<file path="src/rtl/score_input_controller.sv">
// Pushbutton front end for the score counter: synchronize, debounce and edge-detect
// the +1/+10/clear buttons, arbitrate +1/+10 collisions and qualify clear by holding.
module score_input_controller #(
  parameter int DEBOUNCE_CYCLES = 4,
  parameter int HOLD_CYCLES     = 16
) (
  input  logic clk,
  input  logic rst_n,
  input  logic btn_inc1,
  input  logic btn_inc10,
  input  logic btn_reset,
  output logic inc1_pulse,
  output logic inc10_pulse,
  output logic reset_ready,
  output logic reset_arming
);

  localparam int DW = (DEBOUNCE_CYCLES > 2) ? $clog2(DEBOUNCE_CYCLES) : 1;
  localparam int HW = $clog2(HOLD_CYCLES + 1);
  localparam logic [DW-1:0] DB_LAST   = DW'(DEBOUNCE_CYCLES - 1);
  localparam logic [HW-1:0] HOLD_LAST = HW'(HOLD_CYCLES);

  typedef enum logic [1:0] {IDLE, ARMING, FIRED} state_t;

  // channel order: [2] clear, [1] +10, [0] +1
  logic [2:0]    raw;
  logic [2:0]    sync_p0, sync_p1, deb_p2, deb_prev;
  logic [1:0]    ev_p3;
  logic [DW-1:0] db_cnt [3];

  state_t        state, next_state;
  logic [HW-1:0] hold_cnt, next_hold_cnt;
  logic          fire;
  logic          pend, next_pend;
  logic          next_inc1, next_inc10;

  assign raw = {btn_reset, btn_inc10, btn_inc1};

  // Stage p0/p1 synchronizer, p2 debounce, p3 registered rising-edge events
  always_ff @(posedge clk) begin
    if (!rst_n) begin
      sync_p0  <= '0;
      sync_p1  <= '0;
      deb_p2   <= '0;
      deb_prev <= '0;
      ev_p3    <= '0;
      for (int i = 0; i < 3; i++) db_cnt[i] <= '0;
    end else begin
      sync_p0  <= raw;
      sync_p1  <= sync_p0;
      deb_prev <= deb_p2;
      ev_p3    <= deb_p2[1:0] & ~deb_prev[1:0];
      for (int i = 0; i < 3; i++) begin
        if (sync_p1[i] == deb_p2[i]) begin
          db_cnt[i] <= '0;
        end else if (db_cnt[i] == DB_LAST) begin
          deb_p2[i] <= sync_p1[i];
          db_cnt[i] <= '0;
        end else begin
          db_cnt[i] <= db_cnt[i] + 1'b1;
        end
      end
    end
  end

  // Clear qualification: one strobe per press, only after a full hold
  always_comb begin
    next_state    = state;
    next_hold_cnt = hold_cnt;
    fire          = 1'b0;
    case (state)
      IDLE: begin
        if (deb_p2[2]) begin
          next_state    = ARMING;
          next_hold_cnt = HW'(1);
        end
      end
      ARMING: begin
        if (!deb_p2[2]) begin
          next_state    = IDLE;
          next_hold_cnt = '0;
        end else if (hold_cnt == HOLD_LAST) begin
          next_state = FIRED;
          fire       = 1'b1;
        end else begin
          next_hold_cnt = hold_cnt + 1'b1;
        end
      end
      FIRED: begin
        if (!deb_p2[2]) begin
          next_state    = IDLE;
          next_hold_cnt = '0;
        end
      end
      default: begin
        next_state    = IDLE;
        next_hold_cnt = '0;
      end
    endcase
  end

  // +10 wins a collision; the losing +1 waits in a 1-deep pending flag
  always_comb begin
    next_inc1  = 1'b0;
    next_inc10 = 1'b0;
    next_pend  = pend;
    if (state != IDLE) begin
      next_pend = 1'b0;
    end else if (ev_p3[1]) begin
      next_inc10 = 1'b1;
      next_pend  = pend | ev_p3[0];
    end else if (pend || ev_p3[0]) begin
      next_inc1 = 1'b1;
      next_pend = 1'b0;
    end
  end

  always_ff @(posedge clk) begin
    if (!rst_n) begin
      state       <= IDLE;
      hold_cnt    <= '0;
      pend        <= 1'b0;
      inc1_pulse  <= 1'b0;
      inc10_pulse <= 1'b0;
      reset_ready <= 1'b0;
    end else begin
      state       <= next_state;
      hold_cnt    <= next_hold_cnt;
      pend        <= next_pend;
      inc1_pulse  <= next_inc1;
      inc10_pulse <= next_inc10;
      reset_ready <= fire;
    end
  end

  assign reset_arming = (state == ARMING);

endmodule

</file>
<file path="config.mk">
export PLATFORM = sky130hd
export DESIGN_NAME = score_input_controller
export DESIGN_NICKNAME = d
export VERILOG_FILES = /design/src/rtl/score_input_controller.sv
export SDC_FILE = /design/constraint.sdc
export NUM_CORES = 1
export LEC_CHECK = 0
export ABC_AREA = 1
export BUFFER_PORTS_ARGS = -buffer_cell sky130_fd_sc_hd__buf_2
export CORE_MARGIN = 2
export CORE_UTILIZATION = 60
export CTS_CLUSTER_SIZE = 40
export DETAILED_ROUTE_END_ITERATION = 8
export PLACE_DENSITY = 0.92
export REMOVE_ABC_BUFFERS = 1
export SYNTH_ARGS = -nofsm -noshare
export SYNTH_HDL_FRONTEND = slang
export SYNTH_SLANG_ARGS = --single-unit
</file>
<file path="constraint.sdc">
create_clock -name clk -period 1.9 [get_ports clk]
set_input_delay 0.285 -clock clk [delete_from_list [all_inputs] [get_ports clk]]
set_output_delay 0.285 -clock clk [all_outputs]
set_load 0.02 [all_outputs]
</file>
## Word-level counts from Yosys, hierarchy flattened

Memory sizes are Yosys's and may differ from the RTL's.
Cells that the tools add are included.

| storage, ports and cells | value |
|---|---|
| register bits | 24 |
| RAM bits | 6 |
| input bits | 5 |
| output and inout port bits | 4 |
| word-level logic and storage cells | 117 |
| memories | 1 |

| operators by class | value |
|---|---|
| add/subtract/negate cells | 4 |
| equality and inequality tests | 13 |
| multiplexer cells | 58 |
| bitwise operators | 16 |
| reductions and logical operators | 12 |

Memories:

| name | depth | width | rd ports | clocked after Yosys merged registers in | write ports | line | RTL |
|---|---|---|---|---|---|---|---|
| db_cnt | 3 | 2 | 3 | 0 | 3 | 29 | `logic [DW-1:0] db_cnt [3];` |

Operator list:

| cell | number |
|---|---|
| 1-bit two-way mux | 39 |
| 2-bit two-way mux | 13 |
| 5-bit two-way mux | 4 |
| 5-bit case mux with 3 select lines | 1 |
| 1-bit bitwise OR | 10 |
| 3-bit AND reduction | 3 |
| 2-bit == test, second input constant | 4 |
| 2-bit by 1-bit adder with 2-bit output, second input constant | 3 |
| 2-bit case mux with 3 select lines | 1 |
| 2-bit AND reduction | 3 |
| 5-bit by 1-bit adder with 5-bit output, second input constant | 1 |
| 5-bit == test, second input constant | 1 |
| 2-bit != test, second input constant | 2 |
| 1-bit NOT | 4 |
| 2-bit nonzero test | 2 |
| 1-bit == test | 3 |
| 3-bit by 2-bit != test with 1-bit output, second input constant | 1 |
| 3-bit != test, second input constant | 1 |
| 3-bit OR reduction | 1 |
| 2-bit AND | 1 |
| 2-bit by 1-bit == test with 1-bit output, second input constant | 1 |
| 2-bit logical NOT | 1 |
| 2-bit NOT | 1 |
| 2-bit OR reduction | 1 |
| 1-bit logical OR | 1 |

## Logic depth before layout (Yosys ltp)

Gate-level depths: netlist (run 1).

| depth | value |
|---|---|
| depth after elaboration | 7 |
| gate-level depth with buffers | 9 |
| mapped depth without buffers | 9 |

## Worst setup path before layout (run 1)

No wires, ideal clock.

| timing path | value |
|---|---|
| path kind | register to register |
| start point | register hold_cnt[0] |
| end point | register hold_cnt[1] |
| setup time | 0.114 ns |
| arrival | 1.059 ns |
| data required time | 1.786 ns |
| slack | 0.727 ns |
| cell stages (with the launch flop) | 10 |
| path buffers | 0 |
| clock period less this slack | 1.173 ns |
| cell sequence | dfxtp_1 -> inv_1 -> ha_1 -> nand2_1 -> nor2_1 -> nand2_4 -> nand3_4 -> nand2_1 -> nand2_1 -> nor2_1 |

| on the way | value |
|---|---|
| cells in the longest elaborated chain, start to end | 4 |
| elaborated cells on any way between the ends | 7 |
| those cells by class | 1 x add/sub; 2 x eq/ne; 3 x mux; 1 x reduce/logical |

RTL lines:

| element | line | RTL |
|---|---|---|
| from (decl) | 32 | `logic [HW-1:0] hold_cnt, next_hold_cnt;` |
| from (signal assigned) | 128 | `hold_cnt <= next_hold_cnt;` |
| 5-bit by 1-bit adder with 5-bit output | 86 | `next_hold_cnt = hold_cnt + 1'b1;` |
| 5-bit two-way mux | 82 | `end else if (hold_cnt == HOLD_LAST) begin` |
| 5-bit two-way mux | 79 | `if (!deb_p2[2]) begin` |
| 5-bit case mux with 3 select lines | 71 | `case (state)` |

Parallel ways exist; a longest one is shown, timed or not. The select of a mux whose other input is x is not followed.
A chain may end at the register's enable or synchronous reset.

## Worst setup path in the final report (run 1)

| timing path | value |
|---|---|
| start point | register state[1] |
| end point | output reset_arming |

| on the way | value |
|---|---|
| cells in the longest elaborated chain, start to end | 1 |

RTL lines:

| element | line | RTL |
|---|---|---|
| from (decl) | 31 | `state_t state, next_state;` |
| from (signal assigned) | 127 | `state <= next_state;` |
| 2-bit by 1-bit == test with 1-bit output | 136 | `assign reset_arming = (state == ARMING);` |
| to (decl) | 15 | `output logic reset_arming` |

No other way between the ends.

==> out/qor.csv, run 1 <==
metric,value,unit
status,"complete, no violations",
share of cells above drive strength 1,12.9,%
top post-synthesis cells by area,"dfxtp_1, edfxtp_1, nand2_1, inv_1, nor2_1",
number of global-route vias before repair,838,
Layout area overhead,11.9,%
Post-CTS Resized,0,
TritonCTS buffer count,5,
Tot GR Track Use,18.5,%
FF/Latch Area,661,um2
Static Leak,0.000681,uW
minimum clock period,1360,ps
largest net degree at the start of global routing,20,
Worst Hold Launch,btn_inc1,
Post-synth EDFFs,6,
Comb power frac,6.5,%
asr flop ratio synth,0,%
"FF+latch count, synth",30,
drt wl/cell,9.87,um
"non-filler cells, final",190,
DP HPWL,1400,um
sw power,265,uW
Hold Buf Count CTS,0,
period utilisation layout,71.6,%
Final setup viols,0,
Row Count,16,
Avg Inst Size Synth,8.43,um2
clock latency on the worst-skew pair,320,ps
nature of the critical path endpoint,output pin,
Critical path origin,state[1],
global route total overflow,0,
CP most frequent cell,inv_1,
Initial DRC Count,25,
Die Area,2400,um2
most common cell in the netlist,nand2_1,
flop2flop setup slack,590,ps
antenna violations before repair,0,
Remaining DRCs,0,
routed wire length,1880,um
Worst EP arrival,1080,ps
CTS tree,done,
worst path bufs/invs,3,
share of power burned in registers,60.1,%
final RePlAce weighted congestion,0.821,
Hold Path Cell Cnt,3,
highest-delay cell along the critical path,dfxtp_1,
Pins Over Slew Limit,0,
CTS max path bufs,2,
DP Cell Count,182,
Post-synth top flop,dfxtp_1,
CTS Sinks,30,
drt first pass iters,4,
CP max stage delay,370,ps
vias per cell,4.77,
area of the multi-input gates,465,um2
Post-layout nets,172,
final hold violation count,0,
Post-CTS Setup Bufs,0,
reg2reg end,hold_cnt[1],
r2r startpoint,hold_cnt[0],
sequential-to-total area share from yosys stat,54.4,%
Final WS setup,540,ps
CTS Root Buffer Type,clkbuf_4,
Hold EP,sync_p0[0],
switching share of power,23.1,%
post-synth top area share,39.6,%
Internal,880,uW
port bufs,8,
Die Ht,49.0,um
YS warnings,0,
Post-synth top cells,"nand2_1, inv_1, dfxtp_1",
WS Path Type,reg2out,
# IOs,9,
DP Worst Slack,567,ps
# fillers,153,
Netlist Area Pre-Place,1210,um2
Vias,906,
# diodes,0,
Clock power frac,33.4,%
crit-path max FO,3,
crit start category,register,
first-pass GRT wire length,3330,um
Initial Util,62.5,%
Peak supply drop,0.710,mV
Setup Skew,9.88,ps
Fmax,0.735,GHz
"area leader, netlist",dfxtp_1,
crit-path cells,"inv_1, nand2_1, inv_1, buf_2",
Max H-tree Level,2,
Worst Hold Class,in2reg,
clk slew on worst S/H paths,90,ps
WP data required,1620,ps
max-cap violation count,0,
Netlist cell types,23,
total core area,1940,um2
chip width,49.0,um
Worst Reg2Reg Path Length in Cells,9,
Sum Neg Setup Slack,0,ps
Synth Instances,144,
antenna-violating nets left,0,
PwrDens,843,nW/um2
cell family with most CP delay,flip-flops,
RSZ-0062 raised after global routing,false,
power consumption,1140,uW
==> metal layers <==
| layer | GRT usage (%) | share of wire (%) | wire length [um] |
|---|---|---|---|
| met3 | 7.36 | 5.7 | 107 |
| met5 | 0 | 0 | 0 |
| met2 | 31.7 | 50 | 944 |
| met4 | 9.52 | 1.9 | 35 |
| met1 | 19.6 | 42 | 788 |
==> power groups by stage <==
stage | Clock (uW) | Sequential [uW] | Combinational (uW)
finish | 382 | 688 | 74.6
CTS | 392 | 688 | 74.8
global placement | 0 | 701 | 70.5
detailed placement | 0 | 703 | 74.3
global route | 429 | 691 | 88.1
floorplan | 0 | 700 | 54.2
==> state kept, by name (all words and copies together) (netlist names) <==
register	flops
inc10_pulse	1
sync_p0	3
reset_ready	1
sync_p1	3
deb_prev	2
state	2
inc1_pulse	1
ev_p3	2
deb_p2	3
pend	1
db_cnt	6
hold_cnt	5
==> through the flow <==
step | util, % | area (um2) | hold slack, ps
6_report | 69.9 | 1360 | 142
5_1_grt | 69.9 | 1360 | 130
4_1_cts | 69.9 | 1360 | 130
3_5_place_dp | 66.8 | 1300 | 377
3_3_place_gp | 66.8 | 1300 | 373
2_1_floorplan | - | 1220 | 368
==> area by class of cell <==
| class | instances | area share, % |
|---|---|---|
| Clock buffer | 7 | 4.06 |
| Clock inverter | 1 | 0.369 |
| Inverter | 26 | 7.19 |
| Multi-Input combinational cell | 91 | 34.3 |
| Sequential cell | 30 | 48.7 |
| Tap cell | 27 | 2.49 |
| Timing Repair Buffer | 8 | 2.95 |
==> worst register-to-register path, cell delays in order, from the launching register on <==
cell and delay, ps:
dfxtp_1 330, inv_1 100, ha_1 150, nand2_1 60, nor2_1 200, nand2_4 100, nand3_4 110, nand2_1 60
nand2_1 60, nor2_1 40
==> cell families (layout without fill, tap and decap cells) <==
group	count (synthesis)	in the layout	share of synthesized area [%]
XOR/XNOR	1	1	0.722
flip-flops	30	30	54.4
buffers and inverters	28	42	8.76
AO/OA/AOI/OAI	18	18	8.35
other	1	6	0.309
AND/OR/NAND/NOR	61	61	22.3
adder cells (fa/ha/maj)	5	5	5.15
==> worst max-delay path by stage <==
stage	end	slack, ps	cells after the start
after global placement	db_cnt[1][0]	630	5
after floorplan	hold_cnt[1]	730	9
after detailed placement	db_cnt[1][1]	570	5
after CTS	reset_arming	530	4
final	reset_arming	540	4
after global routing	hold_cnt[0]	450	9
==> placed cells by master (no fill, tap or decap), types with 6 or more instances in the layout <==
cell and count:
conb_1 6, nand2_1 28, a21oi_1 9, edfxtp_1 6, dfxtp_1 24, buf_2 8, inv_1 25, nor2_1 23
(Power assumes the default switching activity.)
==> inputs of run 2 (changes only) <==
--- a/config.mk
+++ b/config.mk
@@ -8,10 +8,10 @@
 export ABC_AREA = 1
 export BUFFER_PORTS_ARGS = -buffer_cell sky130_fd_sc_hd__buf_2
 export CORE_MARGIN = 2
-export CORE_UTILIZATION = 60
+export CORE_UTILIZATION = 51
 export CTS_CLUSTER_SIZE = 40
 export DETAILED_ROUTE_END_ITERATION = 8
-export PLACE_DENSITY = 0.92
+export PLACE_DENSITY = 0.84
 export REMOVE_ABC_BUFFERS = 1
 export SYNTH_ARGS = -nofsm -noshare
 export SYNTH_HDL_FRONTEND = slang
==> constraint.sdc (replaced) <==
create_clock -name clk -period 1.2 [get_ports clk]
set_input_delay 0.18 -clock clk [delete_from_list [all_inputs] [get_ports clk]]
set_output_delay 0.18 -clock clk [all_outputs]
set_load 0.02 [all_outputs]
==> out/qor.csv, run 2 (synthesized netlist as in run 1, its figures left out) <==
metric,value,unit
status,"complete, no violations",
"non-filler cells, final",203,
# diodes,0,
routed wire length,2150,um
crit start category,register,
grt peak-use layer,met2,
Worst Reg2Reg Path Length in Cells,9,
Setup Skew,4.18,ps
DP Worst Slack,-112,ps
nature of the critical path endpoint,register,
PwrDens,1240,nW/um2
CTS max path bufs,2,
met3 capacity usage during global routing,8.57,%
final RePlAce weighted congestion,0.803,
Max H-tree Level,2,
minimum clock period,1180,ps
# IOs,9,
Die Area,2790,um2
TritonCTS buffer count,5,
met1 usage,19.0,%
Remaining DRCs,0,
CTS tree,done,
antenna violations before repair,0,
Post-layout nets,184,
area of the multi-input gates,528,um2
Placed Area,1340,um2
first-pass GRT wire length,3390,um
Layout area overhead,25.1,%
Worst Hold Launch,btn_reset,
largest net degree at the start of global routing,10,
WP data required,1420,ps
biggest regs,"db_cnt: 6 flops, hold_cnt: 5 flops",
total core area,2230,um2
WS Path Type,reg2reg,
DP Cell Count,189,
Fmax,0.846,GHz
port bufs,8,
share of cells above drive strength 1,29.7,%
CTS Root Buffer Type,clkbuf_4,
clock latency on the worst-skew pair,320,ps
vias per cell,4.64,
RSZ-0062 raised after global routing,true,
drt first pass iters,4,
"Most flops, register",db_cnt,
# fillers,183,
most frequent cells in the layout,"nand2_1, inv_1, nor2_1",
period utilisation layout,98.5,%
max reg flops,6,
fin area,1520,um2
Pins Over Slew Limit,0,
Worst EP arrival,1410,ps
Critical path origin,hold_cnt[0],
r2r startpoint,hold_cnt[0],
Initial Util,54.3,%
drt wl/cell,10.6,um
DP HPWL,1400,um
Initial DRC Count,10,
Die Ht,52.8,um
Vias,941,
number of global-route vias before repair,839,
met2 Use GR,29.6,%
Peak supply drop,0.869,mV
post-layout util,68.0,%
antenna-violating nets left,0,
Final setup viols,0,
crit-path max FO,7,
Tot GR Track Use,18.2,%
Row Count,17,
clk slew on worst S/H paths,90,ps
chip width,52.8,um
CTS Sinks,30,
global route total overflow,0,
Worst Hold Class,in2reg,
Static Leak,0.000739,uW
max-cap violation count,0,
final hold violation count,0,
FF/Latch Area,666,um2
Final WS setup,18.1,ps
"most common cell after layout, fill and taps aside",nand2_1,
Hold Path Cell Cnt,3,
==> run 2: cell count changes in the layout (fill, tap and decap cells not counted), moves of 2 or more <==
cell | previous run | this run
buf_4 | 0 | 13
dfxtp_1 | 24 | 20
dfxtp_2 | 0 | 4
ha_1 | 5 | 1
nand2_1 | 28 | 24
ha_2 | 0 | 3
inv_1 | 25 | 22
inv_2 | 1 | 4
nand2_2 | 1 | 3
nand2_4 | 1 | 3
nor2_1 | 23 | 21
==> run 2: stage by stage <==
stage / setup TNS [ps] / hold slack [ps] / power, uW
final: 0 / 33.0 / 1880
after global routing: -158 / 10.7 / 1970
after CTS: 0 / 11.6 / 1870
after detailed placement: -273 / 369 / 1240
after global placement: 0 / 365 / 1240
after floorplan: 0 / 273 / 1190
==> run 2: final timing paths <==
kind                                     to  slack [ps]
worst max-delay path            hold_cnt[1]          20
worst max register to register  hold_cnt[1]          20
worst min-delay path             sync_p0[2]          30
worst min register to register     ev_p3[1]         390
==> run 2: worst max-delay path: stages, from the launching register on <==
cell     delay, ps
dfxtp_2        340
inv_2           70
ha_4           140
nand2_4         50
nor2_4         120
nand2_4         80
nand3_4        120
nand2_1         60
nand2_1         50
nor2_1          40
==> run 2: layer usage <==
metal	vias to the layer above	wire length [um]
met5	-	0
met4	0	56
met3	6	92
met2	13	1060
met1	418	950
li1	504	-
==> run 2: timing repair <==
action / 4_1_cts / 5_1_grt
pin swaps: 6 / 6
hold buffers: 0 / 0
hold endpoints to repair: 0 / 0
gates resized for setup: 11 / 15
endpoints found under the setup margin: 7 / 11
buffers inserted: 4 / 2
==> run 2: power by group <==
group	total (uW)	internal, uW	leakage (uW)	switching [uW]
logic	173	80.3	0.000447	93.0
registers	1090	1070	0.000259	26.2
clock network	615	289	0.0000326	326
total	1880	1440	0.000739	445
==> run 2: cell type report <==
class	instances	share of cell area [%]
Timing Repair Buffer	20	8.74
Inverter	26	6.43
Sequential cell	30	43.9
Clock buffer	8	3.87
Multi-Input combinational cell	91	34.8
Tap cell	28	2.31
